`config.mk`:
```
export PLATFORM = sky130hd
export DESIGN_NAME = id_queue_flat
export DESIGN_NICKNAME = d
export VERILOG_FILES = /design/src/rtl/id_queue_pkg.sv /design/src/rtl/id_queue_if.sv /design/src/rtl/id_queue_predecode.sv /design/src/rtl/id_queue.sv /design/src/flat_wrapper.sv
export SDC_FILE = /design/constraint.sdc
export NUM_CORES = 1
export LEC_CHECK = 0
export BUFFER_PORTS_ARGS = -buffer_cell sky130_fd_sc_hd__buf_2
export CAP_MARGIN = 10
export CORE_UTILIZATION = 51
export DETAILED_ROUTE_END_ITERATION = 12
export PLACE_DENSITY = 0.84
export SLEW_MARGIN = 20
export SYNTH_ARGS = -nofsm -noshare
export SYNTH_HDL_FRONTEND = slang
export SYNTH_SLANG_ARGS = --single-unit
```
`constraint.sdc`:
```
create_clock -name clk -period 3.06 [get_ports clk]
set_clock_uncertainty 0.2 [all_clocks]
set_input_delay 0.153 -clock clk [delete_from_list [all_inputs] [get_ports clk]]
set_output_delay 0.153 -clock clk [all_outputs]
set_load 0.01 [all_outputs]
```
`src/rtl/id_queue_pkg.sv`:
```
// id_queue_pkg
// Shared constants for the instruction decode queue:
//   - TYPE_R / TYPE_I / TYPE_J : one-hot op-type encodings {R,I,J}
//   - OP_SPECIAL / OP_J / OP_JAL : opcodes that select R and J types
//   - *_MSB / *_LSB : MIPS field positions inside an instruction word
//   - op_type_of() : opcode to one-hot op-type mapping
package id_queue_pkg;

   localparam logic [2:0] TYPE_R = 3'b100;
   localparam logic [2:0] TYPE_I = 3'b010;
   localparam logic [2:0] TYPE_J = 3'b001;

   localparam logic [5:0] OP_SPECIAL = 6'h00;
   localparam logic [5:0] OP_J       = 6'h02;
   localparam logic [5:0] OP_JAL     = 6'h03;

   localparam int OPCODE_MSB = 31;
   localparam int OPCODE_LSB = 26;
   localparam int RS_MSB     = 25;
   localparam int RS_LSB     = 21;
   localparam int RT_MSB     = 20;
   localparam int RT_LSB     = 16;

   // Any opcode that is neither SPECIAL nor a jump is treated as I-type.
   function automatic logic [2:0] op_type_of(input logic [5:0] opcode);
      case (opcode)
         OP_SPECIAL:  return TYPE_R;
         OP_J, OP_JAL: return TYPE_J;
         default:     return TYPE_I;
      endcase
   endfunction

endpackage

```
`src/rtl/id_queue_if.sv`:
```
// id_queue_if
// Fetch-side and decode-side handshake bundle of the decode queue.
//   master : the queue (accepts in_*, presents out_*)
//   slave  : the environment (IF stage drives in_*, decode drives out_ready)
//
// Handshake rule on both sides: a transfer happens on a rising clk edge where
// valid and ready are both 1. valid never depends combinationally on ready;
// the payload is only meaningful while valid = 1 (out_* read zero otherwise).
// Downstream acceptance of the head is additionally gated by the load-use
// hazard inputs of the queue itself.
interface id_queue_if #(
   parameter int ADDR_WIDTH = 32,
   parameter int INST_WIDTH = 32
);
   logic                  in_valid;
   logic                  in_ready;
   logic [ADDR_WIDTH-1:0] in_addr;
   logic [INST_WIDTH-1:0] in_inst;

   logic                  out_valid;
   logic                  out_ready;
   logic [ADDR_WIDTH-1:0] out_addr;
   logic [INST_WIDTH-1:0] out_inst;
   logic [4:0]            out_rs;
   logic [4:0]            out_rt;
   logic [2:0]            out_op_type;

   modport master (
      input  in_valid, in_addr, in_inst, out_ready,
      output in_ready, out_valid, out_addr, out_inst, out_rs, out_rt, out_op_type
   );

   modport slave (
      output in_valid, in_addr, in_inst, out_ready,
      input  in_ready, out_valid, out_addr, out_inst, out_rs, out_rt, out_op_type
   );
endinterface

```
`src/rtl/id_queue_predecode.sv`:
```
// id_predecode
// Combinational pre-decode of one instruction word's upper fields.
//   hi_bits : instruction bits [31:16] (opcode, rs, rt)
//   rs, rt  : register fields
//   op_type : one-hot {R,I,J}
// Only the upper half is taken so a second decode lane can reuse it as is.
module id_predecode
   import id_queue_pkg::*;
(
   input  logic [OPCODE_MSB:RT_LSB] hi_bits,
   output logic [4:0]               rs,
   output logic [4:0]               rt,
   output logic [2:0]               op_type
);

   assign rs      = hi_bits[RS_MSB:RS_LSB];
   assign rt      = hi_bits[RT_MSB:RT_LSB];
   assign op_type = op_type_of(hi_bits[OPCODE_MSB:OPCODE_LSB]);

endmodule

```
`src/rtl/id_queue.sv`:
```
// id_queue
// Instruction decode queue between IF and ID. Buffers up to DEPTH fetched
// instructions, presents the oldest one show-ahead with pre-decoded fields,
// holds it under load-use hazards, and handles branch flush with optional
// delay-slot retention.
// Ports:
//   clk, rst          : clock, asynchronous active-low reset
//   q (master)        : fetch in_* handshake and decode out_* handshake
//   load_related_1/2  : load-use hazard on operand 1/2 (blocks the pop)
//   id_stall_request  : head present and a hazard is active
//   flush, keep_slot  : branch taken; keep_slot retains the oldest survivor
//   count             : occupancy
//   stall_cycles      : saturating count of stall-request cycles
module id_queue
   import id_queue_pkg::*;
#(
   parameter int ADDR_WIDTH = 32,
   parameter int INST_WIDTH = 32,
   parameter int DEPTH      = 4,
   parameter int CNT_WIDTH  = 32
) (
   input  logic                    clk,
   input  logic                    rst,
   id_queue_if.master              q,
   input  logic                    load_related_1,
   input  logic                    load_related_2,
   output logic                    id_stall_request,
   input  logic                    flush,
   input  logic                    keep_slot,
   output logic [$clog2(DEPTH):0]  count,
   output logic [CNT_WIDTH-1:0]    stall_cycles
);

   localparam int PTR_W = $clog2(DEPTH);
   localparam logic [PTR_W:0]     DEPTH_C = (PTR_W+1)'(DEPTH);
   localparam logic [PTR_W:0]     CNT_ONE = (PTR_W+1)'(1);
   localparam logic [PTR_W-1:0]   PTR_ONE = PTR_W'(1);
   localparam logic [CNT_WIDTH-1:0] STALL_ONE = CNT_WIDTH'(1);

   logic [ADDR_WIDTH-1:0] addr_mem [DEPTH];
   logic [INST_WIDTH-1:0] inst_mem [DEPTH];

   logic [PTR_W-1:0] rd_ptr, wr_ptr;
   logic [PTR_W-1:0] rd_ptr_n, wr_ptr_n;
   logic [PTR_W:0]   count_n, after_pop;

   logic hazard, push, pop;
   logic [ADDR_WIDTH-1:0] head_addr;
   logic [INST_WIDTH-1:0] head_inst;
   logic [4:0]            head_rs, head_rt;
   logic [2:0]            head_type;

   // in_ready looks only at rst and the registered count.
   assign q.in_ready  = rst & (count < DEPTH_C);
   assign q.out_valid = (count != '0);

   assign hazard           = load_related_1 | load_related_2;
   assign id_stall_request = q.out_valid & hazard;
   assign push             = q.in_valid & q.in_ready;
   assign pop              = q.out_valid & q.out_ready & ~hazard;

   // Next-state: normal push/pop first, then flush overrides the result.
   always_comb begin
      rd_ptr_n  = pop  ? rd_ptr + PTR_ONE : rd_ptr;
      wr_ptr_n  = push ? wr_ptr + PTR_ONE : wr_ptr;
      after_pop = pop  ? count - CNT_ONE  : count;
      count_n   = push ? after_pop + CNT_ONE : after_pop;
      if (flush) begin
         if (!keep_slot) begin
            count_n  = '0;
            rd_ptr_n = wr_ptr_n;
         end else if (after_pop != '0) begin
            // Oldest survivor is an already-stored entry at the new head.
            count_n  = CNT_ONE;
            wr_ptr_n = rd_ptr_n + PTR_ONE;
         end else if (push) begin
            // Only survivor is the entry being written this cycle.
            count_n  = CNT_ONE;
            rd_ptr_n = wr_ptr;
            wr_ptr_n = wr_ptr + PTR_ONE;
         end else begin
            count_n  = '0;
         end
      end
   end

   always_ff @(posedge clk or negedge rst) begin
      if (!rst) begin
         rd_ptr <= '0;
         wr_ptr <= '0;
         count  <= '0;
      end else begin
         rd_ptr <= rd_ptr_n;
         wr_ptr <= wr_ptr_n;
         count  <= count_n;
      end
   end

   always_ff @(posedge clk or negedge rst) begin
      if (!rst) begin
         stall_cycles <= '0;
      end else if (id_stall_request && (stall_cycles != '1)) begin
         stall_cycles <= stall_cycles + STALL_ONE;
      end
   end

   // Payload storage carries no reset; occupancy alone defines validity.
   always_ff @(posedge clk) begin
      if (push) begin
         addr_mem[wr_ptr] <= q.in_addr;
         inst_mem[wr_ptr] <= q.in_inst;
      end
   end

   assign head_addr = addr_mem[rd_ptr];
   assign head_inst = inst_mem[rd_ptr];

   id_predecode u_predecode (
      .hi_bits (head_inst[OPCODE_MSB:RT_LSB]),
      .rs      (head_rs),
      .rt      (head_rt),
      .op_type (head_type)
   );

   assign q.out_addr    = q.out_valid ? head_addr : '0;
   assign q.out_inst    = q.out_valid ? head_inst : '0;
   assign q.out_rs      = q.out_valid ? head_rs   : '0;
   assign q.out_rt      = q.out_valid ? head_rt   : '0;
   assign q.out_op_type = q.out_valid ? head_type : '0;

endmodule

```
`src/flat_wrapper.sv`:
```
// flat-port wrapper written by rule: the top's interface ports become plain ports
module id_queue_flat import id_queue_pkg::*;
#(
   parameter int ADDR_WIDTH = 32,
   parameter int INST_WIDTH = 32,
   parameter int DEPTH      = 4,
   parameter int CNT_WIDTH  = 32
)
  (clk, rst, load_related_1, load_related_2, id_stall_request, flush, keep_slot, count, stall_cycles, q_in_valid, q_in_addr, q_in_inst, q_out_ready, q_in_ready, q_out_valid, q_out_addr, q_out_inst, q_out_rs, q_out_rt, q_out_op_type);
  id_queue_if #(.ADDR_WIDTH(ADDR_WIDTH), .INST_WIDTH(INST_WIDTH)) q_i ();
  input  logic clk;
  input  logic rst;
  input  logic load_related_1;
  input  logic load_related_2;
  output logic id_stall_request;
  input  logic flush;
  input  logic keep_slot;
  output logic [$clog2(DEPTH):0] count;
  output logic [CNT_WIDTH-1:0] stall_cycles;
  input wire logic [$bits(q_i.in_valid)-1:0] q_in_valid;
  input wire logic [$bits(q_i.in_addr)-1:0] q_in_addr;
  input wire logic [$bits(q_i.in_inst)-1:0] q_in_inst;
  input wire logic [$bits(q_i.out_ready)-1:0] q_out_ready;
  output wire logic [$bits(q_i.in_ready)-1:0] q_in_ready;
  output wire logic [$bits(q_i.out_valid)-1:0] q_out_valid;
  output wire logic [$bits(q_i.out_addr)-1:0] q_out_addr;
  output wire logic [$bits(q_i.out_inst)-1:0] q_out_inst;
  output wire logic [$bits(q_i.out_rs)-1:0] q_out_rs;
  output wire logic [$bits(q_i.out_rt)-1:0] q_out_rt;
  output wire logic [$bits(q_i.out_op_type)-1:0] q_out_op_type;
  assign q_i.in_valid = q_in_valid;
  assign q_i.in_addr = q_in_addr;
  assign q_i.in_inst = q_in_inst;
  assign q_i.out_ready = q_out_ready;
  assign q_in_ready = q_i.in_ready;
  assign q_out_valid = q_i.out_valid;
  assign q_out_addr = q_i.out_addr;
  assign q_out_inst = q_i.out_inst;
  assign q_out_rs = q_i.out_rs;
  assign q_out_rt = q_i.out_rt;
  assign q_out_op_type = q_i.out_op_type;
  id_queue #(.ADDR_WIDTH(ADDR_WIDTH), .INST_WIDTH(INST_WIDTH), .DEPTH(DEPTH), .CNT_WIDTH(CNT_WIDTH)) u_core (.clk(clk), .rst(rst), .q(q_i), .load_related_1(load_related_1), .load_related_2(load_related_2), .id_stall_request(id_stall_request), .flush(flush), .keep_slot(keep_slot), .count(count), .stall_cycles(stall_cycles));
endmodule
```
# Word level (Yosys, flattened, before mapping)
# Memory sizes are Yosys's and may differ from the RTL's.
# Index checks and enable logic that the tools add are counted.
[classes]
n_eq_ne = 3
n_bitwise = 7
magnitude_cmp = 1
addsub = 6
reduce_logical = 5
muxes = 24
[ops]
columns = ["operator", "n"]
rows = [
  ["$mux W32", 2],
  ["$add A32 B1 Y32 const B", 1],
  ["$ne A32 B32 Y1 const B", 1],
  ["$mux W2", 10],
  ["$mux W3", 6],
  ["$eq A6 B2 Y1 const B", 2],
  ["$mux W5", 2],
  ["$add A2 B1 Y2 const B", 3],
  ["$logic_not A6 Y1", 1],
  ["$pmux W3 S2", 1],
  ["$reduce_bool A3 Y1", 2],
  ["$and A1 B1 Y1", 5],
  ["$add A3 B1 Y3 const B", 1],
  ["$lt A3 B3 Y1 const B", 1],
  ["$mux W1", 3],
  ["$sub A3 B1 Y3 const B", 1],
  ["$reduce_or A2 Y1", 1],
  ["$logic_and A1 B1 Y1", 1],
  ["$not A1 Y1", 1],
  ["$or A1 B1 Y1", 1],
]
[totals]
ramBits = 256
wordCells = 52
out_inout_bits = 115
regBits = 39
memories = 2
[memory_table]
columns = ["name", "depth", "word_bits", "rd", "rd_clocked_by_memory_dff", "wr", "line", "source"]
rows = [
  ["u_core.addr_mem", 4, 32, 1, 0, 1, "id_queue.sv:40", "logic [ADDR_WIDTH-1:0] addr_mem [DEPTH];"],
  ["u_core.inst_mem", 4, 32, 1, 0, 1, "id_queue.sv:41", "logic [INST_WIDTH-1:0] inst_mem [DEPTH];"],
]

# Longest topological paths before layout
[depth]
depth_word = 8
mapped_depth = 13

# Modules after synthesis
# Synthesis repeated with hierarchy kept, for this count alone.
[unflattened]
cells_unflattened = 658
area_unflattened_um2 = 12017.8
[by_module_without_submodules]
columns = ["mod", "cells_each", "seq_area_each_um2", "n_inst", "area_per_inst_um2"]
rows = [
  ["id_queue", 643, 8663.3, 1, 11901.4],
  ["id_predecode", 15, 0.0, 1, 116.4],
]

# Worst setup path before layout
# Ideal clock, no wire load.
[synth_path]
kind = "flip-flop to flip-flop"
start = "reg u_core.count[2]"
end = "mem u_core.addr_mem[1][0], enable pin"
stages_incl_launch_ff = 4
t_arrival_ps = 2473
setup_ps = 429
synth_period_minus_slack_ps = 3102
required_time_ps = 2431
slack_ps = -42
n_path_buf = 1
cell_sequence = "dfrtp_1 and3b_1 clkbuf_1 and2_1"
[synth_via]
elab_chain_cells = 5
[synth_lines]
columns = ["element", "line", "source"]
rows = [
  ["start: declaration", "id_queue.sv:30", "output logic [$clog2(DEPTH):0] count,"],
  ["start signal: assignment", "id_queue.sv:95", "count <= count_n;"],
  ["$lt A3 B3 Y1", "id_queue.sv:54", "assign q.in_ready = rst & (count < DEPTH_C);"],
  ["$and A1 B1 Y1", "id_queue.sv:54", ""],
  ["$and A1 B1 Y1", "id_queue.sv:59", "assign push = q.in_valid & q.in_ready;"],
  ["$mux W1", "id_queue.sv:109", "if (push) begin"],
  ["$mux W1 (not written as such)", "id_queue.sv:110", "addr_mem[wr_ptr] <= q.in_addr;"],
  ["end: declaration", "id_queue.sv:40", ""],
]
# Every way passes these cells.

# Worst setup path in the final report
[layout_path]
start = "reg u_core.rd_ptr[0]"
end = "out q_out_op_type[0]"
[layout_via]
elab_chain_cells = 5
[layout_lines]
columns = ["element", "line", "source"]
rows = [
  ["start: declaration", "id_queue.sv:43", "logic [PTR_W-1:0] rd_ptr, wr_ptr;"],
  ["start signal: assignment", "id_queue.sv:93", "rd_ptr <= rd_ptr_n;"],
  ["$mem_v2 Z4 W32 *", "-", ""],
  ["$eq A6 B2 Y1", "id_queue_pkg.sv:26", "case (opcode)"],
  ["$reduce_or A2 Y1", "id_queue_pkg.sv:26", ""],
  ["$pmux W3 S2 *", "id_queue_pkg.sv:26", ""],
  ["$mux W3 *", "id_queue.sv:129", "assign q.out_op_type = q.out_valid ? head_type : '0;"],
  ["end: declaration", "flat_wrapper.sv:30", "output wire logic [$bits(q_i.out_op_type)-1:0] q_out_op_type;"],
]
# Every way passes the cells marked *; elsewhere a longest branch is shown, timed or not.

==> impl_metrics.tcl <==
set metrics [dict create \
    outcome "completed" \
    ys.warnings.count 0 \
    fin_hold_ws_ns 0.0567 \
    cts_root_buffer "clkbuf_16" \
    setup-violations-final 0 \
    placementRows 55 \
    vias 6863 \
    setup_ws_ns 0.156 \
    cp.required_ns 2.71 \
    grt_pass1_wl_um 39100 \
    antenna_found_initial 1 \
    path_cells "mux4_2, or4_4, nor3_1, buf_2" \
    grt_overflow 0 \
    maxCapViolCount 0 \
    cts_tree "done" \
    clk_pin_slew_ns 0.06 \
    fin_crit_sh_pct 94.9 \
    viasPerCell 5.49 \
    cp-end-kind "primary output" \
    die_w_um 155 \
    dp_slack_ns 0.306 \
    fmax_ghz 0.344 \
    slew-limit-headroom_pct 56.6 \
    final_cell_mix "256 x edfxtp_1, 186 x buf_2, 72 x dlygate4sd3_1, 64 x mux4_2, 63 x and2_1" \
    route.detailed.drc 0 \
    top_level_ports 187 \
    hold_viol_final 0 \
    clockBufferDepth 3 \
    first_pass_iters 5 \
    totalWireLength_um 24800 \
    slew_viol_final 0 \
    wire_per_inst_um 19.8 \
    final_core_util_pct 65.2 \
    slowest_stage "or4_4" \
    grt_max_degree 67 \
    syn-instance-count 642 \
    synth_seq_cells 295 \
    cts_sinks 295 \
    grtUsageTotal_pct 21.1 \
    synth_area_mm2 0.0119 \
    ir_worst_vdd_v 0.000568 \
    hpwlAfterDp_um 14700 \
    rsz0062_at_grt "no" \
    p_leak_nw 5.61 \
    setup_tns_ns 0 \
    ys_types 44 \
    syn-num-nets 723 \
    fin_crit_ns 2.90 \
    worstSetupStartpointType "flip-flop" \
    final_common_cell "edfxtp_1" \
    synthFlopType "edfxtp_1" \
    drt_iter0_markers 579 \
    crit_type "flip-flop to primary output" \
    worstMarginPinSlew_ns 0.651 \
    post_route_cells_drive_above_1_share_pct 34.5 \
    dieArea_mm2 0.0240 \
    post_cts_buffers 0 \
    ys_seq_area_share_pct 72.8 \
    synth_edf_count 256 \
    critPathArrivalTime_ns 2.55 \
    min_path_type "input port to flip-flop" \
    p_per_area_mw_per_mm2 792 \
    slowest_delay_ns 0.58 \
    cts_made_buffers 29 \
    start_util_pct 52.3 \
    die_h_um 155 \
    ant_nets 0 \
    final_nets 996 \
    core_area_mm2 0.0228 \
    area_growth_pct 24.8 \
    gp_congestion 0.867 \
    grt_pass1_vias 7228 \
    worstPathMaxFanout 7 \
    cts_htree_levels 1 \
    async_reset_ff_share_pct 13.2 \
    portBuffers 186 \
    avgSynthCellArea_um2 18.5 \
    insertion_delay_ns 0.54 \
]
==> flip-flops by register name, indices dropped and copies added, names as in the netlist <==
name	flops
u_core.addr_mem	128
u_core.count	3
u_core.wr_ptr	2
u_core.rd_ptr	2
u_core.stall_cycles	32
u_core.inst_mem	128
==> metrics by stage <==
step / power [mW] / area [µm²] / instances
after floorplan: 7.32 / 11900 / 642
after global placement: 8.36 / 13200 / 1125
after detailed placement: 8.44 / 13200 / 1125
after CTS: 11.8 / 14800 / 1250
after global routing: 12.3 / 14900 / 1250
final: 11.8 / 14900 / 1251
==> layer usage <==
layer | wire, µm | part of all wire [%] | vias to the layer above | global-route usage, %
met5 | 0 | 0 | - | 0
met2 | 12200 | 49 | 297 | 35.1
li1 | - | - | 3053 | -
met4 | 603 | 2.4 | 0 | 6.65
met1 | 10000 | 40 | 3460 | 27.7
met3 | 1950 | 7.8 | 53 | 5.10
==> power breakdown <==
part / internal [mW] / switching [mW] / total (mW)
combinational: 1.62 / 1.74 / 3.36
clock: 1.86 / 1.47 / 3.33
sequential: 4.84 / 0.239 / 5.08
==> path summary, 6_finish.rpt <==
check / cells after the start / endpoint / slack (ns) / from
worst max-delay path: 4 / q_out_op_type[0] / 0.16 / u_core.rd_ptr[0]$_DFF_PN0_
worst min-delay path: 6 / u_core.count[0]$_DFF_PN0_ / 0.06 / load_related_1
worst max register to register: 13 / u_core.count[2]$_DFF_PN0_ / 0.23 / u_core.count[0]$_DFF_PN0_
worst min register to register: 1 / u_core.stall_cycles[17]$_DFFE_PN0P_ / 0.31 / u_core.stall_cycles[17]$_DFFE_PN0P_
max in group asynchronous: 3 / u_core.rd_ptr[1]$_DFF_PN0_ / 2.17 / rst
min in group asynchronous: 3 / u_core.count[2]$_DFF_PN0_ / 0.10 / rst
==> logic make-up after synthesis <==
| logic type | share of synthesized area, % |
|---|---|
| flops | 72.8 |
| buf+inv | 2.00 |
| mux | 12.6 |
| fa+ha+maj | 0.946 |
| compound gates | 1.17 |
| xor+xnor | 2.50 |
| simple gates | 8.01 |
==> final cells by class <==
cell class | count | area, µm²
inverter | 13 | 48.8
sequential | 295 | 8670
clock buffer | 38 | 769
timing repair buffer | 278 | 1830
tap | 313 | 392
multi-input combinational | 298 | 3030
fill | 1531 | 7920
clock inverter | 15 | 116
antenna | 1 | 2.50
==> critical path, delay by kind of cell, from the launching register on <==
kind / cells / cell delay (ns)
simple gates: 2 / 0.79
mux: 1 / 0.53
flops: 1 / 0.51
buf+inv: 1 / 0.18
==> cell usage after synthesis (3+ instances only) <==
cell | count | area share, %
edfxtp_1 | 256 | 65
and2_1 | 67 | 3.5
mux4_2 | 64 | 12
dfrtp_1 | 39 | 8.2
xor2_1 | 19 | 1.4
clkbuf_1 | 17 | 0.54
nor3_1 | 17 | 0.71
xnor2_1 | 15 | 1.1
nand2_1 | 14 | 0.44
nand4_1 | 14 | 0.74
inv_1 | 12 | 0.38
nand3_1 | 12 | 0.50
nor2_1 | 11 | 0.35
buf_4 | 10 | 0.63
ha_1 | 9 | 0.95
a21oi_1 | 7 | 0.29
buf_2 | 7 | 0.29
a31oi_1 | 5 | 0.26
and3_1 | 5 | 0.26
mux2i_1 | 4 | 0.34
nor4_1 | 4 | 0.21
o21ai_0 | 4 | 0.17
and4_1 | 3 | 0.22
nor2b_1 | 3 | 0.16
==> timing repair <==
item	CTS	global route
gates resized for setup	0	3
setup endpoints to repair	0	3
hold endpoints to repair	302	0
hold buffers	72	0
No activity file was read; power rests on OpenSTA's default activity.
